### src/rtl/comproc_pkg.sv
// Shared comproc definitions: UART register map, status bit layout and
// serializer state encoding.
package comproc_pkg;

    localparam logic [9:0] UART_DATA_ADDR = 10'h002;
    localparam logic [9:0] UART_STAT_ADDR = 10'h004;

    localparam int unsigned STAT_BUSY_BIT    = 0;
    localparam int unsigned STAT_FULL_BIT    = 1;
    localparam int unsigned STAT_OVERRUN_BIT = 2;

    typedef enum logic [1:0] {
        IDLE,
        START,
        DATA,
        STOP
    } uart_state_t;

    function automatic logic [15:0] stat_word(input logic busy, input logic full,
                                              input logic ovr);
        logic [15:0] w;
        w                   = '0;
        w[STAT_BUSY_BIT]    = busy;
        w[STAT_FULL_BIT]    = full;
        w[STAT_OVERRUN_BIT] = ovr;
        return w;
    endfunction

endpackage

### src/rtl/uart_tx_fifo.sv
// Byte FIFO for the UART transmitter. Pointers carry one extra wrap bit so
// full and empty are distinct; a push while full is taken only alongside a pop.
module uart_tx_fifo #(
    parameter int unsigned DEPTH = 4
) (
    input  logic       clk,
    input  logic       rst,
    input  logic       push,
    input  logic       pop,
    input  logic [7:0] push_data,
    output logic [7:0] pop_data,
    output logic       full,
    output logic       empty
);

    localparam int unsigned AW = $clog2(DEPTH);

    logic [7:0]  mem [DEPTH];
    logic [AW:0] wr_ptr;
    logic [AW:0] rd_ptr;
    logic        do_push;
    logic        do_pop;

    assign empty    = (wr_ptr == rd_ptr);
    assign full     = (wr_ptr[AW] != rd_ptr[AW]) && (wr_ptr[AW-1:0] == rd_ptr[AW-1:0]);
    assign do_pop   = pop && !empty;
    assign do_push  = push && (!full || do_pop);
    assign pop_data = mem[rd_ptr[AW-1:0]];

    always_ff @(posedge clk or posedge rst) begin
        if (rst) begin
            wr_ptr <= '0;
            rd_ptr <= '0;
        end else begin
            if (do_push) wr_ptr <= wr_ptr + (AW+1)'(1);
            if (do_pop)  rd_ptr <= rd_ptr + (AW+1)'(1);
        end
    end

    // Storage needs no reset; occupancy is defined by the pointers alone.
    always_ff @(posedge clk) begin
        if (do_push) mem[wr_ptr[AW-1:0]] <= push_data;
    end

endmodule

### src/rtl/uart_tx_port.sv
// Memory-mapped 8N1 UART transmitter: FIFO-buffered data register, status
// register with sticky overrun, and a registered serial output.
module uart_tx_port
    import comproc_pkg::*;
#(
    parameter int unsigned CLK_DIV    = 4,
    parameter int unsigned FIFO_DEPTH = 4
) (
    input  logic        clk,
    input  logic        rst,
    input  logic [9:0]  mem_addr,
    input  logic        mem_wr,
    input  logic [15:0] wr_data,
    output logic [15:0] rd_data,
    output logic        uart_tx
);

    localparam logic [15:0] BAUD_LAST = 16'(CLK_DIV - 1);

    uart_state_t state;
    logic [15:0] baud_cnt;
    logic [2:0]  bit_idx;
    logic [7:0]  shift_reg;
    logic        overrun;

    logic        push;
    logic        pop;
    logic        stat_rd;
    logic        bit_done;
    logic        busy;
    logic        fifo_full;
    logic        fifo_empty;
    logic [7:0]  fifo_head;
    logic        unused_wr_hi;

    assign push         = mem_wr && (mem_addr == UART_DATA_ADDR);
    assign stat_rd      = !mem_wr && (mem_addr == UART_STAT_ADDR);
    assign bit_done     = (baud_cnt == BAUD_LAST);
    assign pop          = !fifo_empty && ((state == IDLE) || ((state == STOP) && bit_done));
    assign busy         = (state != IDLE) || !fifo_empty;
    assign unused_wr_hi = ^wr_data[15:8];

    uart_tx_fifo #(
        .DEPTH(FIFO_DEPTH)
    ) u_fifo (
        .clk      (clk),
        .rst      (rst),
        .push     (push),
        .pop      (pop),
        .push_data(wr_data[7:0]),
        .pop_data (fifo_head),
        .full     (fifo_full),
        .empty    (fifo_empty)
    );

    // uart_tx follows the current state one edge later, which keeps every
    // bit exactly CLK_DIV cycles wide and gives the 2-edge start latency.
    always_ff @(posedge clk or posedge rst) begin
        if (rst) begin
            state     <= IDLE;
            baud_cnt  <= '0;
            bit_idx   <= '0;
            shift_reg <= '0;
            uart_tx   <= 1'b1;
        end else begin
            case (state)
                START:   uart_tx <= 1'b0;
                DATA:    uart_tx <= shift_reg[bit_idx];
                default: uart_tx <= 1'b1;
            endcase

            case (state)
                IDLE: begin
                    baud_cnt <= '0;
                    if (pop) begin
                        shift_reg <= fifo_head;
                        state     <= START;
                    end
                end
                START: begin
                    if (bit_done) begin
                        baud_cnt <= '0;
                        bit_idx  <= '0;
                        state    <= DATA;
                    end else begin
                        baud_cnt <= baud_cnt + 16'd1;
                    end
                end
                DATA: begin
                    if (bit_done) begin
                        baud_cnt <= '0;
                        bit_idx  <= bit_idx + 3'd1;
                        if (bit_idx == 3'd7) state <= STOP;
                    end else begin
                        baud_cnt <= baud_cnt + 16'd1;
                    end
                end
                STOP: begin
                    if (bit_done) begin
                        baud_cnt <= '0;
                        if (pop) begin
                            shift_reg <= fifo_head;
                            state     <= START;
                        end else begin
                            state <= IDLE;
                        end
                    end else begin
                        baud_cnt <= baud_cnt + 16'd1;
                    end
                end
                default: state <= IDLE;
            endcase
        end
    end

    always_ff @(posedge clk or posedge rst) begin
        if (rst) begin
            rd_data <= '0;
            overrun <= 1'b0;
        end else begin
            rd_data <= stat_rd ? stat_word(busy, fifo_full, overrun) : '0;
            // A dropped byte on the same edge as a status read keeps the flag set.
            if (push && fifo_full && !pop) overrun <= 1'b1;
            else if (stat_rd)              overrun <= 1'b0;
        end
    end

endmodule

### config.mk
export PLATFORM = sky130hd
export DESIGN_NAME = uart_tx_port
export DESIGN_NICKNAME = d
export VERILOG_FILES = /design/src/rtl/comproc_pkg.sv /design/src/rtl/uart_tx_fifo.sv /design/src/rtl/uart_tx_port.sv
export SDC_FILE = /design/constraint.sdc
export NUM_CORES = 1
export LEC_CHECK = 0
export CAP_MARGIN = 10
export CORE_MARGIN = 2
export CORE_UTILIZATION = 50
export DETAILED_ROUTE_END_ITERATION = 7
export GPL_ROUTABILITY_DRIVEN = 0
export PLACE_DENSITY = 0.82
export SLEW_MARGIN = 10
export SYNTH_ARGS = -nofsm -noshare
export SYNTH_HDL_FRONTEND = slang
export SYNTH_SLANG_ARGS = --single-unit
### constraint.sdc
create_clock -name clk -period 4.34 [get_ports clk]
set_input_delay 0.651 -clock clk [delete_from_list [all_inputs] [get_ports clk]]
set_output_delay 0.651 -clock clk [all_outputs]
set_load 0.02 [all_outputs]
# Yosys cells after proc, flatten, opt, wreduce, memory -nomap -nowiden
# Memories as Yosys holds them, arrays and structs flattened.
# Cells that the tools add are included.
# Widths: inputs -> output; s select.
[totals]
ff_bits = 40
latch_bits = 0
ramBits = 32
rom_bits = 0
in_bits = 29
elab_cells = 78
n_memories = 1
[mem_list]
columns = ["memory", "words", "width", "read_ports", "rd_clocked_by_memory_dff", "write_ports", "line", "source"]
rows = [
  ["u_fifo.mem", 4, 8, 1, 0, 1, "uart_tx_fifo.sv:18", "logic [7:0] mem [DEPTH];"],
]
[op_classes]
addsub = 4
multipliers = 0
div_mod_pow = 0
order_cmp = 1
eq_ne = 15
n_shift = 0
mux = 23
bitwise = 0
n_reduce_logical = 25
[op_table]
columns = ["op", "n"]
rows = [
  ["$pmux 16 s2", 1],
  ["$add 16x1->16 const B", 1],
  ["$eq 16x2->1 const B", 1],
  ["$mux 16", 1],
  ["$mux 8", 2],
  ["$pmux 8 s2", 1],
  ["$eq 10x2->1 const B", 1],
  ["$eq 10x3->1 const B", 1],
  ["$mux 2", 5],
  ["$ne 2x2->1 const B", 5],
  ["$add 3x1->3 const B", 3],
  ["$logic_and 1x1->1", 9],
  ["$mux 3", 3],
  ["$pmux 2 s4", 1],
  ["$reduce_bool 2->1", 4],
  ["$mux 1", 6],
  ["$pmux 3 s2", 1],
  ["$reduce_and 5->1", 1],
  ["$eq 2x2->1 const B", 2],
  ["$logic_not 1->1", 4],
  ["$lt 3x4->1 const B", 1],
  ["$bmux 1 s3", 1],
  ["$eq 3x3->1", 1],
  ["$eq 3x3->1 const B", 1],
  ["9 further kinds", 11],
]

# Longest topological paths before layout
# Gate-level depths: netlist of run 1.
[logic_depth]
ltp_word = 9
depth_mapped = 8

# Cells and area by module
# A second synthesis of run 1 with hierarchy kept.
[hier_totals]
cells_unflattened = 261
area_unflattened_um2 = 3607.2
[modules_own_cells]
columns = ["mod", "instances", "cells_per_inst", "area_per_inst_um2", "seq_area_each_um2"]
rows = [
  ["uart_tx_port", 1, 183, 1955.6, 852.1],
  ["uart_tx_fifo", 1, 78, 1651.6, 1111.1],
]

# Worst setup path after synthesis of run 1
# Ideal clock, no wire load.
[synth_timing]
path_kind = "input to register"
start = "input port mem_addr[0]"
end = "memory u_fifo.mem[3][0] (enable)"
setup_time_ns = 0.332
arrival_time_ns = 1.877
path_slack_ns = 2.131
stages = 5
path_cell_list = "nor4_1 -> nand2_1 -> nor3_1 -> a21boi_4 -> and2_1"
[synth_via]
elab_chain_cells = 5
[synth_lines]
columns = ["element", "line", "source"]
rows = [
  ["start, declared", "uart_tx_port.sv:11", "input logic [9:0] mem_addr,"],
  ["$eq 10x2->1", "uart_tx_port.sv:36", "assign push = mem_wr && (mem_addr == UART_DATA_ADDR);"],
  ["$logic_and 1x1->1", "uart_tx_port.sv:36", ""],
  ["$logic_and 1x1->1", "uart_tx_fifo.sv:27", "assign do_push = push && (!full || do_pop);"],
  ["$mux 1", "uart_tx_fifo.sv:42", "if (do_push) mem[wr_ptr[AW-1:0]] <= push_data;"],
  ["$mux 1 (implied by the code)", "uart_tx_fifo.sv:42", ""],
  ["end, declared", "uart_tx_fifo.sv:18", ""],
]
# Every way passes these cells.

# Final worst setup path of run 1
[layout_timing]
start = "input port mem_addr[0]"
end = "memory u_fifo.mem[3][5] (enable)"
# Same word-level chain as after synthesis.

==> results of run 1 <==
## metrics by stage
| stage | std cells | worst slack [ps] | util | total power, mW | hold slack [ps] |
|---|---|---|---|---|---|
| global placement | 348 | 1400 | 0.5516 | 1.640 | 467.6 |
| global route | 363 | 1587 | 0.5827 | 2.333 | 522.2 |
| floorplan | 261 | 2131 | - | 1.554 | 449.8 |
| detailed placement | 348 | 1384 | 0.5516 | 1.669 | 484.0 |
| finish | 363 | 1797 | 0.5827 | 2.205 | 489.2 |
| CTS | 363 | 1770 | 0.5827 | 2.234 | 493.5 |
## cells by family (layout without fill, tap and decap cells)
group           Yosys count  count (layout)  synth area share
mux                      24              24            0.1223
xor+xnor                 23              23           0.05844
flops                    72              72            0.5695
buf+inv                  27              49           0.04864
other cells               1              13          0.001088
simple gates             73              73            0.1154
compound gates           16              16           0.03739
fa+ha+maj                13              13           0.04719
## worst max-delay path, delay by kind of cell
| family | cells | cell delay, ps |
|---|---|---|
| simple gates | 4 | 1170 |
| buf+inv | 1 | 400 |
| compound gates | 1 | 310 |
## layer usage
metal	global-route usage	vias up
met2	0.2630	45
li1	-	929
met4	0.05682	0
met1	0.1891	972
met5	0	-
met3	0.06066	9
## cell type report
class	count	area (um^2)	area share
flip-flops and latches	72	1963	0.5014
multi-input cells	162	1361	0.3477
repair buffers	25	247.7	0.06328
clock buffers	9	123.9	0.03164
well taps	80	100.1	0.02557
clock inverters	6	85.08	0.02173
inverters	9	33.78	0.008629
## power groups by stage
| stage | Sequential (mW) | Combinational (mW) | Clock, mW |
|---|---|---|---|
| 6_report | 0.949 | 0.697 | 0.559 |
| 5_1_grt | 0.969 | 0.762 | 0.601 |
| 4_1_cts | 0.952 | 0.706 | 0.576 |
| 3_5_place_dp | 0.965 | 0.704 | 0 |
| 3_3_place_gp | 0.960 | 0.680 | 0 |
| 2_1_floorplan | 0.900 | 0.653 | 0 |
## worst min path at each step
| stage | from | end | slack (ps) | cells after the start |
|---|---|---|---|---|
| detailed placement | overrun | overrun | 480 | 2 |
| global route | baud_cnt[0] | baud_cnt[0] | 520 | 1 |
| finish | baud_cnt[0] | baud_cnt[0] | 490 | 1 |
| floorplan | overrun | overrun | 450 | 2 |
| CTS | baud_cnt[0] | baud_cnt[0] | 490 | 1 |
| global placement | overrun | overrun | 470 | 2 |
## placed cells by master, fill, tap and decap left out, types with 6 or more instances in the layout
cell type	synthesis	layout
sky130_fd_sc_hd__nor2_1	23	23
sky130_fd_sc_hd__nand3_1	10	10
sky130_fd_sc_hd__clkdlybuf4s50_1	0	24
sky130_fd_sc_hd__inv_1	9	9
sky130_fd_sc_hd__mux4_2	10	10
sky130_fd_sc_hd__xnor2_1	13	13
sky130_fd_sc_hd__ha_1	13	13
sky130_fd_sc_hd__nand2_1	10	10
sky130_fd_sc_hd__nor3_1	6	6
sky130_fd_sc_hd__clkbuf_8	0	9
sky130_fd_sc_hd__dfrtp_1	39	39
sky130_fd_sc_hd__edfxtp_1	32	32
sky130_fd_sc_hd__conb_1	1	13
sky130_fd_sc_hd__xor2_1	10	10
sky130_fd_sc_hd__mux2_4	8	8
==> impl_metrics.csv, run 1 <==
group,metric,value,unit
synthesis,synth_enable_flop_cells,32,
synthesis,yosys-top-cells-count,"sky130_fd_sc_hd__dfrtp_1 (39), sky130_fd_sc_hd__edfxtp_1 (32), sky130_fd_sc_hd__nor2_1 (23)",
floorplan,floorplan.die.width,87.03,um
sta,timing.final.setup_violations,0,
floorplan,fp.dieH,87.03,um
placement,io_buffer_count,24,
setup_path,critical_path.reg2reg.startpoint,"baud_cnt[0]",
run,max_cap_violations,0,
sta,peak_clock_frequency_supported_by_timing,393.3,MHz
sta,grt_setup_unrepaired,"false",
route,drt_wl_total,5366,um
route,wire_length_on_met3,247,um
sta,final.period_utilization,0.5859,
cts,clk_latency,340,ps
cts,cts_buffer_depth,2,
power,peakVddDrop,0.0002579,V
synthesis,synth_warn,0,
cells_and_area,antenna-diode-count,0,
global_routing,first_global_vias,1944,
route,drt_pre_antenna_iters,4,
setup_path,crit_slowest_cell,"sky130_fd_sc_hd__and2_1",
placement,dp_hpwl,3847,um
setup_path,crit_path_end,"u_fifo.mem[3][5]",
cts,tritoncts,"done",
route,drt-initial-drc-count,64,
synthesis,synth_area_leaders,"sky130_fd_sc_hd__dfrtp_1 (28%), sky130_fd_sc_hd__edfxtp_1 (28%), sky130_fd_sc_hd__mux4_2 (6.5%)",
sta,layout_skew,4.828,ps
power,power_frac_comb,0.316,
route,wl_met1,2324,um
synthesis,synth.ff_latch_count,72,
cells_and_area,post_route_design_area,3915,um^2
setup_path,cp-start-kind,"input port",
sta,report.final.hold_viol_count,0,
cells_and_area,layout-drive-gt1-share,0.1590,
cts,postCtsSetupRepairBufs,0,
sta,min_period,2543,ps
route,vias_per_cell,5.386,
power,p_int,1.516,mW
floorplan,die-area,7574,um^2
route,final_antenna_net_count,0,
sta,worst-slew-pin-transition,690.1,ps
synthesis,synth_top_area_frac,0.2831,
synthesis,synth.yosys.seq_area_share,0.5695,
setup_path,timing.setup.critical_path_class,"in -> reg",
setup_path,reg2reg_depth,6,
synthesis,synthesis.area_per_instance,13.84,um^2
worst_hold_path,min_path_type,"reg -> reg",
synthesis,netlist_instances,249,
cts,postCtsResizedCells,0,
cells_and_area,area_added_between_synthesis_and_finish,13.58,%
global_routing,globalRoute.totalOverflow,0,
route,vias,1955,
synthesis,dominantRegCellSynth,"sky130_fd_sc_hd__dfrtp_1",
route,met2_length,2710,um
route,post_route_drc,0,
synthesis,most_area_hungry_cell_type_in_the_yosys_netlist,"sky130_fd_sc_hd__dfrtp_1",
setup_path,capture_instance_of_the_worst_register_to_register_path,"u_fifo.mem[3][5]",
synthesis,synth.lib_cells_used.distinct,45,
cts,cts.sink_count,72,
power,leakagePower,1.554,nW
cells_and_area,largest_reg_flops,32,
cts,cts_root_buf,"sky130_fd_sc_hd__clkbuf_8",
floorplan,coreArea,6719,um^2
floorplan,placement_rows,30,
setup_path,critical_path.max_stage_delay,420,ps
placement,dpl_cell_area,3706,um^2
cts,tritoncts.num_buffers,9,
route,top_signal_layer_used,"met4",
floorplan,pin_count,46,
power,sequentialPowerShare,0.430,
power,p_sw,688.9,uW
setup_path,crit_arrival,2540,ps
global_routing,grt_first_pass_wirelength,9052,um
synthesis,yosys.cell_count.top_type,"sky130_fd_sc_hd__dfrtp_1",
setup_path,crit_path_start,"mem_addr[0]",
floorplan,initial_utilization,0.5130,
power,switching_share,0.3124,
global_routing,grt_antenna_before_repair,0,
setup_path,cp_data_required_time,4340,ps
global_routing,grt_start_max_net_pins,41,
cts,clkTransAtPathRegs,70,ps
cells_and_area,finish.net_count,321,
run_status,status,"completed",
cells_and_area,fillers,513,
setup_path,critical_path.max_fanout,8,
synthesis,synth_cell_area,3447,um^2
sta,max_slew_violation_total_from_the_final_report,0,
route,routed_wire_length_per_instance,14.78,um
synthesis,synthArstFlopShare,0.5556,
power,power.density,563.3,nW/um^2
global_routing,globalRouteTotalUtil,0.1588,
setup_path,endpoint_kind,"register",
setup_path,reg2reg_slack,1890,ps
cts,htree_levels,3,
setup_path,path_cells,"clkdlybuf4s50_1 > nor4_1 > nand2_1 > nor3_1 > a21boi_4 > and2_1",
power,clockPowerShare,0.254,
sta,slew_headroom,0.5399,
cts,cts-hold-fix-buffers,0,
sta,setup_total_negative_slack,0,ps
Power figures use the tool's default switching activity.
==> run 2: changes to the inputs <==
==> constraint.sdc (replaced) <==
create_clock -name clk -period 2.4 [get_ports clk]
set_input_delay 0.36 -clock clk [delete_from_list [all_inputs] [get_ports clk]]
set_output_delay 0.36 -clock clk [all_outputs]
set_load 0.02 [all_outputs]
==> impl_metrics.csv, run 2 (synthesized netlist as in run 1, its figures left out) <==
group,metric,value,unit
route,drt_pre_antenna_iters,4,
floorplan,die-area,7574,um^2
floorplan,pin_count,46,
floorplan,initial_utilization,0.5130,
route,post_route_drc,0,
cts,clkTransAtPathRegs,80,ps
setup_path,critical_path.max_stage_delay,380,ps
cts,clk_latency,350,ps
sta,worst-slew-pin-transition,672.6,ps
cells_and_area,mostFrequentLayoutCells,"sky130_fd_sc_hd__dfrtp_1 (39), sky130_fd_sc_hd__edfxtp_1 (32), sky130_fd_sc_hd__clkdlybuf4s50_1 (24)",
sta,min_period,2157,ps
setup_path,capture_instance_of_the_worst_register_to_register_path,"u_fifo.mem[2][1]",
setup_path,cp-start-kind,"register",
cells_and_area,area_added_between_synthesis_and_finish,17.71,%
placement,dp_hpwl,4002,um
route,drt-initial-drc-count,73,
cells_and_area,antenna-diode-count,0,
cts,tritoncts.num_buffers,9,
cts,cts_root_buf,"sky130_fd_sc_hd__clkbuf_8",
cells_and_area,final_common_cell,"sky130_fd_sc_hd__dfrtp_1",
power,peakVddDrop,0.0006923,V
sta,layout_skew,7.424,ps
placement,dpl_cell_area,3831,um^2
floorplan,fp.dieH,87.03,um
placement,io_buffer_count,24,
sta,slew_headroom,0.5475,
sta,postLayoutSetupSlackWorst,243.0,ps
cts,htree_levels,3,
placement,pre_cts_ws,-32.84,ps
power,clockPowerShare,0.259,
power,power_frac_comb,0.342,
global_routing,globalRouteTotalUtil,0.1648,
run,max_cap_violations,0,
cts,postCtsResizedCells,0,
power,leakagePower,1.625,nW
setup_path,path_cells,"ha_1 > nor4b_2 > and4_1 > a21oi_2 > a21boi_4 > and2_1 > buf_12",
sta,grt_setup_unrepaired,"false",
sta,report.final.hold_viol_count,0,
setup_path,critical_path.max_fanout,8,
setup_path,critical_path.reg2reg.startpoint,"baud_cnt[0]",
floorplan,floorplan.die.width,87.03,um
sta,timing.final.setup_violations,0,
sta,max_slew_violation_total_from_the_final_report,0,
cells_and_area,finish.net_count,331,
route,final_antenna_net_count,0,
route,routed_wire_length_per_instance,14.66,um
power,switching_share,0.3159,
floorplan,placement_rows,30,
setup_path,timing.setup.critical_path_class,"reg -> reg",
global_routing,grt_first_pass_wirelength,9466,um
power,p_sw,1.296,mW
route,drt_wl_total,5483,um
route,vias_per_cell,5.267,
cts,cts.sink_count,72,
run_status,status,"completed",
setup_path,endpoint_kind,"register",
sta,peak_clock_frequency_supported_by_timing,463.6,MHz
power,p_int,2.807,mW
sta,setup_total_negative_slack,0,ps
setup_path,reg2reg_depth,7,
route,vias,1970,
global_routing,first_global_vias,2092,
worst_hold_path,min_path_type,"in -> async",
cells_and_area,layout-drive-gt1-share,0.1939,
global_routing,grt_antenna_before_repair,0,
sta,hold-worst-slack,438.6,ps
power,power.total,4.104,mW
cts,cts-hold-fix-buffers,0,
power,power.density,1011,nW/um^2
cells_and_area,largest_reg_flops,32,
setup_path,crit_path_start,"baud_cnt[0]",
cells_and_area,fillers,519,
cts,cts_buffer_depth,2,
global_routing,grt_start_max_net_pins,41,
power,sequentialPowerShare,0.399,
setup_path,crit_slowest_cell,"sky130_fd_sc_hd__dfrtp_1",
global_routing,globalRoute.totalOverflow,0,
cts,postCtsSetupRepairBufs,0,
cts,tritoncts,"done",
floorplan,coreArea,6719,um^2
cells_and_area,post_route_design_area,4058,um^2
sta,final.period_utilization,0.8987,
setup_path,cp_data_required_time,2470,ps
setup_path,reg2reg_slack,240,ps
setup_path,crit_arrival,2230,ps
setup_path,crit_path_end,"u_fifo.mem[2][1]",
==> run 2: cell types whose count changed in the layout (fill, tap and decap cells not counted) <==
cell / before / now
sky130_fd_sc_hd__buf_4: 1 / 7
sky130_fd_sc_hd__buf_12: 0 / 4
sky130_fd_sc_hd__inv_6: 0 / 2
sky130_fd_sc_hd__clkinv_1: 1 / 0
sky130_fd_sc_hd__clkinv_2: 1 / 0
sky130_fd_sc_hd__clkinv_4: 1 / 2
==> run 2: stage by stage <==
| stage | util | std cells |
|---|---|---|
| after floorplan | - | 261 |
| after detailed placement | 0.5702 | 358 |
| after global routing | 0.6039 | 374 |
| final | 0.6039 | 374 |
| after CTS | 0.6039 | 374 |
| after global placement | 0.5702 | 358 |
==> run 2: worst max-delay path, delay by kind of cell, from the launching register on <==
kind                       cells  cell delay (ps)
and+or+nand+nor                3              800
AOI/OAI and AO/OA              2              330
adders and majority gates      1              240
DFF                            1              380
buffers and inverters          1              140
==> run 2: per-layer routing <==
layer / up-vias / global-route usage / share of wire
li1: 953 / - / -
met5: - / 0 / 0
met2: 42 / 0.2915 / 0.53
met3: 6 / 0.05118 / 0.038
met4: 0 / 0.05540 / 0.012
met1: 969 / 0.1888 / 0.42
==> run 2: how the worst min path moves through the flow <==
stage	endpoint	start	slack, ps	cells after the start
after global routing	baud_cnt[13]	rst	490	3
after floorplan	overrun	overrun	450	2
after detailed placement	baud_cnt[0]	baud_cnt[0]	480	1
final	baud_cnt[13]	rst	440	3
after CTS	shift_reg[2]	rst	450	3
after global placement	overrun	overrun	470	2
==> run 2: power by group through the flow <==
stage               clock (mW)  sequential (mW)  combinational [mW]
floorplan                    0             1.63                1.18
global placement             0             1.65                1.37
detailed placement           0             1.66                1.42
CTS                       1.09             1.64                1.42
global route              1.14             1.67                1.54
finish                    1.06             1.64                1.40
==> run 2: final cells by class <==
class / instances / area (um^2) / area share
Timing Repair Buffer: 35 / 372.9 / 0.09189
Inverter: 9 / 33.78 / 0.008326
Clock inverter: 7 / 102.6 / 0.02529
Clock buffer: 9 / 123.9 / 0.03053
Sequential cell: 72 / 1963 / 0.4838
Multi-Input combinational cell: 162 / 1361 / 0.3355
Tap cell: 80 / 100.1 / 0.02467
